## config.mk

```make
export PLATFORM = sky130hd
export DESIGN_NAME = csa_sum_divider_flat
export DESIGN_NICKNAME = d
export VERILOG_FILES = /design/src/rtl/csa_sum_divider_if.sv /design/src/rtl/csa_sum_divider.sv /design/src/flat_wrapper.sv
export SDC_FILE = /design/constraint.sdc
export NUM_CORES = 1
export LEC_CHECK = 0
export CORE_ASPECT_RATIO = 1.75
export CORE_UTILIZATION = 53
export DETAILED_ROUTE_END_ITERATION = 10
export PLACE_DENSITY_LB_ADDON = 0.1
export RECOVER_POWER = 100
export SYNTH_ARGS = -nofsm -noshare
export SYNTH_HDL_FRONTEND = slang
export SYNTH_SLANG_ARGS = --single-unit
```

## constraint.sdc

```tcl
create_clock -name clk -period 2.95 [get_ports clk]
set_input_delay 0.59 -clock clk [delete_from_list [all_inputs] [get_ports clk]]
set_output_delay 0.59 -clock clk [all_outputs]
set_load 0.005 [all_outputs]
```

## src/rtl/csa_sum_divider_if.sv

```systemverilog
// Valid/ready bundle between the CSA adder tree, the sum divider and its consumer.
// master drives the dividend/divisor pair and out_ready; slave is the divider.
interface csa_sum_divider_if #(
  parameter int DW = 18,
  parameter int VW = 8
);
  logic          in_valid;
  logic          in_ready;
  logic [DW-1:0] dividend;
  logic [VW-1:0] divisor;
  logic          out_valid;
  logic          out_ready;
  logic [DW-1:0] quotient;
  logic [VW-1:0] remainder;
  logic          div_zero;

  modport master (
    output in_valid, dividend, divisor, out_ready,
    input  in_ready, out_valid, quotient, remainder, div_zero
  );

  modport slave (
    input  in_valid, dividend, divisor, out_ready,
    output in_ready, out_valid, quotient, remainder, div_zero
  );
endinterface

```

## src/rtl/csa_sum_divider.sv

```systemverilog
// Restoring divider for the CSA tree sum: one quotient bit per clock, valid/ready on both sides.
// Define CSA_DIV_ROUND_EN to add a ROUND cycle that rounds the quotient to nearest (saturating).
module csa_sum_divider #(
  parameter int DW = 18,
  parameter int VW = 8
) (
  input logic               clk,
  input logic               rst,
  csa_sum_divider_if.slave  bus
);

  localparam int CW = $clog2(DW + 1);

`ifdef CSA_DIV_ROUND_EN
  typedef enum logic [1:0] {IDLE, CALC, ROUND, DONE} state_t;
`else
  typedef enum logic [1:0] {IDLE, CALC, DONE} state_t;
`endif

  state_t        state_q, state_d;
  logic [DW-1:0] dvd_q;
  logic [VW-1:0] dvs_q;
  logic [VW:0]   prem_q;
  logic [CW-1:0] cnt_q;
  logic [DW-1:0] quot_q;
  logic [VW-1:0] rem_q;
  logic          dz_q;

  logic [VW+1:0] shifted;
  logic [VW+1:0] trial;
  logic          take;
  logic [VW:0]   r_step;
  logic [DW-1:0] q_step;
  logic          last_iter;

`ifdef CSA_DIV_ROUND_EN
  logic          round_up;
  logic [DW-1:0] q_rnd;
`endif

  // Shifted partial remainder stays below 2*divisor, so bit VW+1 of the
  // difference is a reliable sign bit.
  always_comb begin
    shifted   = {prem_q, dvd_q[DW-1]};
    trial     = shifted - {2'b00, dvs_q};
    take      = ~trial[VW+1];
    r_step    = take ? trial[VW:0] : shifted[VW:0];
    q_step    = {dvd_q[DW-2:0], take};
    last_iter = (cnt_q == CW'(1));
  end

`ifdef CSA_DIV_ROUND_EN
  always_comb begin
    round_up = ({prem_q, 1'b0} >= {2'b00, dvs_q});
    q_rnd    = (round_up && !(&dvd_q)) ? dvd_q + DW'(1) : dvd_q;
  end
`endif

  always_comb begin
    state_d = state_q;
    case (state_q)
      IDLE:  if (bus.in_valid) state_d = (bus.divisor == '0) ? DONE : CALC;
`ifdef CSA_DIV_ROUND_EN
      CALC:  if (last_iter) state_d = ROUND;
      ROUND: state_d = DONE;
`else
      CALC:  if (last_iter) state_d = DONE;
`endif
      DONE:  if (bus.out_ready) state_d = IDLE;
      default: state_d = IDLE;
    endcase
  end

  always_ff @(posedge clk) begin
    if (rst) begin
      state_q <= IDLE;
      dvd_q   <= '0;
      dvs_q   <= '0;
      prem_q  <= '0;
      cnt_q   <= '0;
      quot_q  <= '0;
      rem_q   <= '0;
      dz_q    <= 1'b0;
    end else begin
      state_q <= state_d;
      case (state_q)
        IDLE: begin
          if (bus.in_valid) begin
            dvd_q  <= bus.dividend;
            dvs_q  <= bus.divisor;
            prem_q <= '0;
            cnt_q  <= CW'(DW);
            dz_q   <= (bus.divisor == '0);
            if (bus.divisor == '0) begin
              quot_q <= '1;
              rem_q  <= '0;
            end
          end
        end
        CALC: begin
          dvd_q  <= q_step;
          prem_q <= r_step;
          cnt_q  <= cnt_q - CW'(1);
`ifndef CSA_DIV_ROUND_EN
          if (last_iter) begin
            quot_q <= q_step;
            rem_q  <= r_step[VW-1:0];
          end
`endif
        end
`ifdef CSA_DIV_ROUND_EN
        ROUND: begin
          quot_q <= q_rnd;
          rem_q  <= prem_q[VW-1:0];
        end
`endif
        default: ;
      endcase
    end
  end

  assign bus.in_ready  = (state_q == IDLE);
  assign bus.out_valid = (state_q == DONE);
  assign bus.quotient  = quot_q;
  assign bus.remainder = rem_q;
  assign bus.div_zero  = dz_q;

endmodule
```

## src/flat_wrapper.sv

```systemverilog
// flat-port wrapper written by rule: the top's interface ports become plain ports
module csa_sum_divider_flat 
#(
  parameter int DW = 18,
  parameter int VW = 8
)
  (clk, rst, bus_in_valid, bus_dividend, bus_divisor, bus_out_ready, bus_in_ready, bus_out_valid, bus_quotient, bus_remainder, bus_div_zero);
  csa_sum_divider_if #(.DW(DW), .VW(VW)) bus_i ();
  input logic clk;
  input logic rst;
  input wire logic [$bits(bus_i.in_valid)-1:0] bus_in_valid;
  input wire logic [$bits(bus_i.dividend)-1:0] bus_dividend;
  input wire logic [$bits(bus_i.divisor)-1:0] bus_divisor;
  input wire logic [$bits(bus_i.out_ready)-1:0] bus_out_ready;
  output wire logic [$bits(bus_i.in_ready)-1:0] bus_in_ready;
  output wire logic [$bits(bus_i.out_valid)-1:0] bus_out_valid;
  output wire logic [$bits(bus_i.quotient)-1:0] bus_quotient;
  output wire logic [$bits(bus_i.remainder)-1:0] bus_remainder;
  output wire logic [$bits(bus_i.div_zero)-1:0] bus_div_zero;
  assign bus_i.in_valid = bus_in_valid;
  assign bus_i.dividend = bus_dividend;
  assign bus_i.divisor = bus_divisor;
  assign bus_i.out_ready = bus_out_ready;
  assign bus_in_ready = bus_i.in_ready;
  assign bus_out_valid = bus_i.out_valid;
  assign bus_quotient = bus_i.quotient;
  assign bus_remainder = bus_i.remainder;
  assign bus_div_zero = bus_i.div_zero;
  csa_sum_divider #(.DW(DW), .VW(VW)) u_core (.clk(clk), .rst(rst), .bus(bus_i));
endmodule
```

==> results.md <==
* Starting density of the core at 54.6%
* Final setup violation count at 0
* Clk_lat worst skew at 0.34 ns
* Arrival time at the worst endpoint at 2.75 ns
* CP Launch Point: bus_in_valid
* CP delay by family, top: simple AND/OR/NAND/NOR gates
* Most used cell, CP: nor2_1
* I/O Buffers at 58
* Max Fanout on Critical Path at 16
* Die area at 6650 sq um
* Final worst slack at 0.422 ns
* HP Class: flop to flop
* Area Overhead vs Synth at 22.9%
* Register area share after synthesis at 41.3%
* WS Path Type: primary input to flop
* Post-cts resize count at 0
* Fin Clk Skew at 0.0114 ns
* Critical Path, Cell by Cell: dlygate4sd3_1 > nor2_1 > nor2_1 > nor2_1 > a2bb2oi_1 > o21ai_0
* WL final at 7400 um
* Worst path slowest cell: nor2_1
* Post-Syn Area at 3350 sq um
* DP Wirelength at 5560 um
* Post-CTS setup buffer count at 0
* Library cells used by synthesis at 46
* Grt total ovfl at 0
* RR Startpoint: u_core.dvs_q[4]
* CP Buf/Inv Count at 1
* RSZ-0062 raised after global routing: false
* Via/cell ratio at 5.39
* DR pass1 iterations at 4
* Startpoint Class: primary input
* Max frequency at 396 MHz
* Drt wl/cell at 13.7 um
* DRC at 0
* Place WS at 0.290 ns
* Share of post-route cells with drive strength above 1 at 9.35%
* Most common cell after layout, fill and taps aside: nand2_1
* Power per Cell Area at 731 nW/um^2
* # rows at 38
* IO Pins at 59
* Status: completed
* Hold Startpoint: u_core.bus.remainder[4]
* CP peak stage delay at 0.75 ns
* Final Max Tran Viols at 0
* Max IR drop VDD at 359 uV
* Register bit total from synthesis at 69
* Max-slew headroom at 35.9%
* Net count after synthesis at 443
* CTS Buf Count at 9
* Final nets at 496
* Period utilization at 85.7%
* Leading area contributor after synthesis: dfxtp_1
* Tmin final at 2.53 ns
* H-tree depth at 3
* Largest net degree at the start of global routing at 39
* Post-synth EDFFs at 0
* Max-cap violations at 0
* Vias in the first global route at 2,791
* Core footprint at 6130 sq um
* Clk buf depth at 2
* Post-DRT Antenna Nets at 0
* Final Hold Fails at 0
* Overall die width at 62.1 um
* Clock sinks at 69
* Lkg Pwr at 0.00165 uW
* First-pass GRT wire length at 12,100 um
* Worst endpoint required time at 3.17 ns
* Die Y at 107 um
* Syn avg cell area at 8.33 sq um
* Clk slew on worst S/H paths at 0.08 ns
* CTS tree: done
* Synth top area share at 41.3%
* Initial antenna violation count at 0
* Crit end category: flop
* Async SR Flop Fraction at 0%
* Via Count at 2,913
* Post-CTS Hold Buffers at 0
* Clock root buffer: clkbuf_8
* Worst-margin pin slew at 0.958 ns
* Most frequent cells in the layout: nand2_1, dfxtp_1, nor2_1, dlygate4sd3_1, clkdlybuf4s50_1
* GRT Total Usage at 24.5%
* Ant diodes at 0
* GPL Wtd Cong at 0.842
* Synth Flop Type: dfxtp_1
* Mapped Cells at 402
* Warnings from Yosys at 0
* DR iter-0 viols at 149
* Synth top area cells: dfxtp_1, nand2_1, nor2_1
* Setup TNS at 0 ns
-- through the flow --
stage	hold slack [ns]	cells	total power [uW]	area (sq um)	utilization, %
2_1_floorplan	0.436	402	1990	3350	-
3_3_place_gp	0.436	524	2330	3990	65.0
3_5_place_dp	0.444	524	2350	3990	65.0
4_1_cts	0.454	540	3100	4180	68.2
5_1_grt	0.483	540	3210	4120	67.1
6_report	0.449	540	3010	4120	67.1
-- report_power, final --
group / total [uW] / internal, uW / switching (uW) / leakage [uW]
logic: 1090 / 516 / 574 / 0.000989
registers: 1170 / 1070 / 102 / 0.000567
clock network: 754 / 415 / 339 / 0.0000899
total: 3010 / 2000 / 1010 / 0.00165
-- per-layer routing --
metal / wire length, um / GRT usage (%)
met1: 2890 / 25.6
met3: 219 / 4.83
met2: 4100 / 43.4
met5: 0 / 0
met4: 191 / 12.4
-- cells by family (layout without fill, tap and decap cells) --
family | Yosys count | after routing | share of synthesized area [%]
buf+inv | 41 | 99 | 5.34
fa+ha+maj | 11 | 11 | 4.33
simple gates | 170 | 170 | 22.5
flops | 69 | 69 | 41.3
xor+xnor | 7 | 7 | 1.83
compound gates | 93 | 93 | 21.4
mux | 11 | 11 | 3.36
-- flip-flops by register name, summed over array words and instances, names as in the netlist --
name and count:
u_core.cnt_q 5, u_core.bus.quotient 18, u_core.dvd_q 18, u_core.bus.remainder 8, u_core.dvs_q 8, u_core.state_q 2, u_core.bus.div_zero 1, u_core.prem_q 9
-- worst paths after layout --
check                                                to  slack (ns)  cells after the start
worst min-delay path            u_core.bus.remainder[4]        0.45                      2
worst max register to register         u_core.prem_q[1]        0.43                      9
worst min register to register  u_core.bus.remainder[4]        0.45                      2
worst max-delay path                   u_core.prem_q[7]        0.42                      6
-- cell type report --
type	instances	area, sq um
fillers	532	2020
clock buffers	13	149
flip-flops and latches	69	1380
repair buffers	67	653
clock inverters	3	45.0
multi-input cells	292	1730
inverters	16	60.1
well taps	80	100
-- synthesized netlist by cell type, drive strengths merged (2+ instances only) --
cell,count
clkbuf,18
buf,7
inv,16
nand2,71
a211oi,21
mux2,2
nand3,4
nor2b,5
a2111oi,2
a2bb2oi,2
dfxtp,69
o21ai,19
nand2b,5
xnor2,6
a31oi,2
nor2,75
a311oi,18
nor3,4
mux2i,9
a21oi,19
a22o,2
ha,10
nor4,3
-- worst register-to-register path, delay by kind of cell, from the launching register on --
family	cells	cell delay, ns
AOI/OAI and AO/OA	3	0.61
muxes	1	0.40
buffers and inverters	2	0.38
DFF	1	0.33
adders and majority gates	1	0.33
and+or+nand+nor	1	0.24
xor gates and xnor gates	1	0.16
Note: power is estimated with default switching activity, not from simulation.
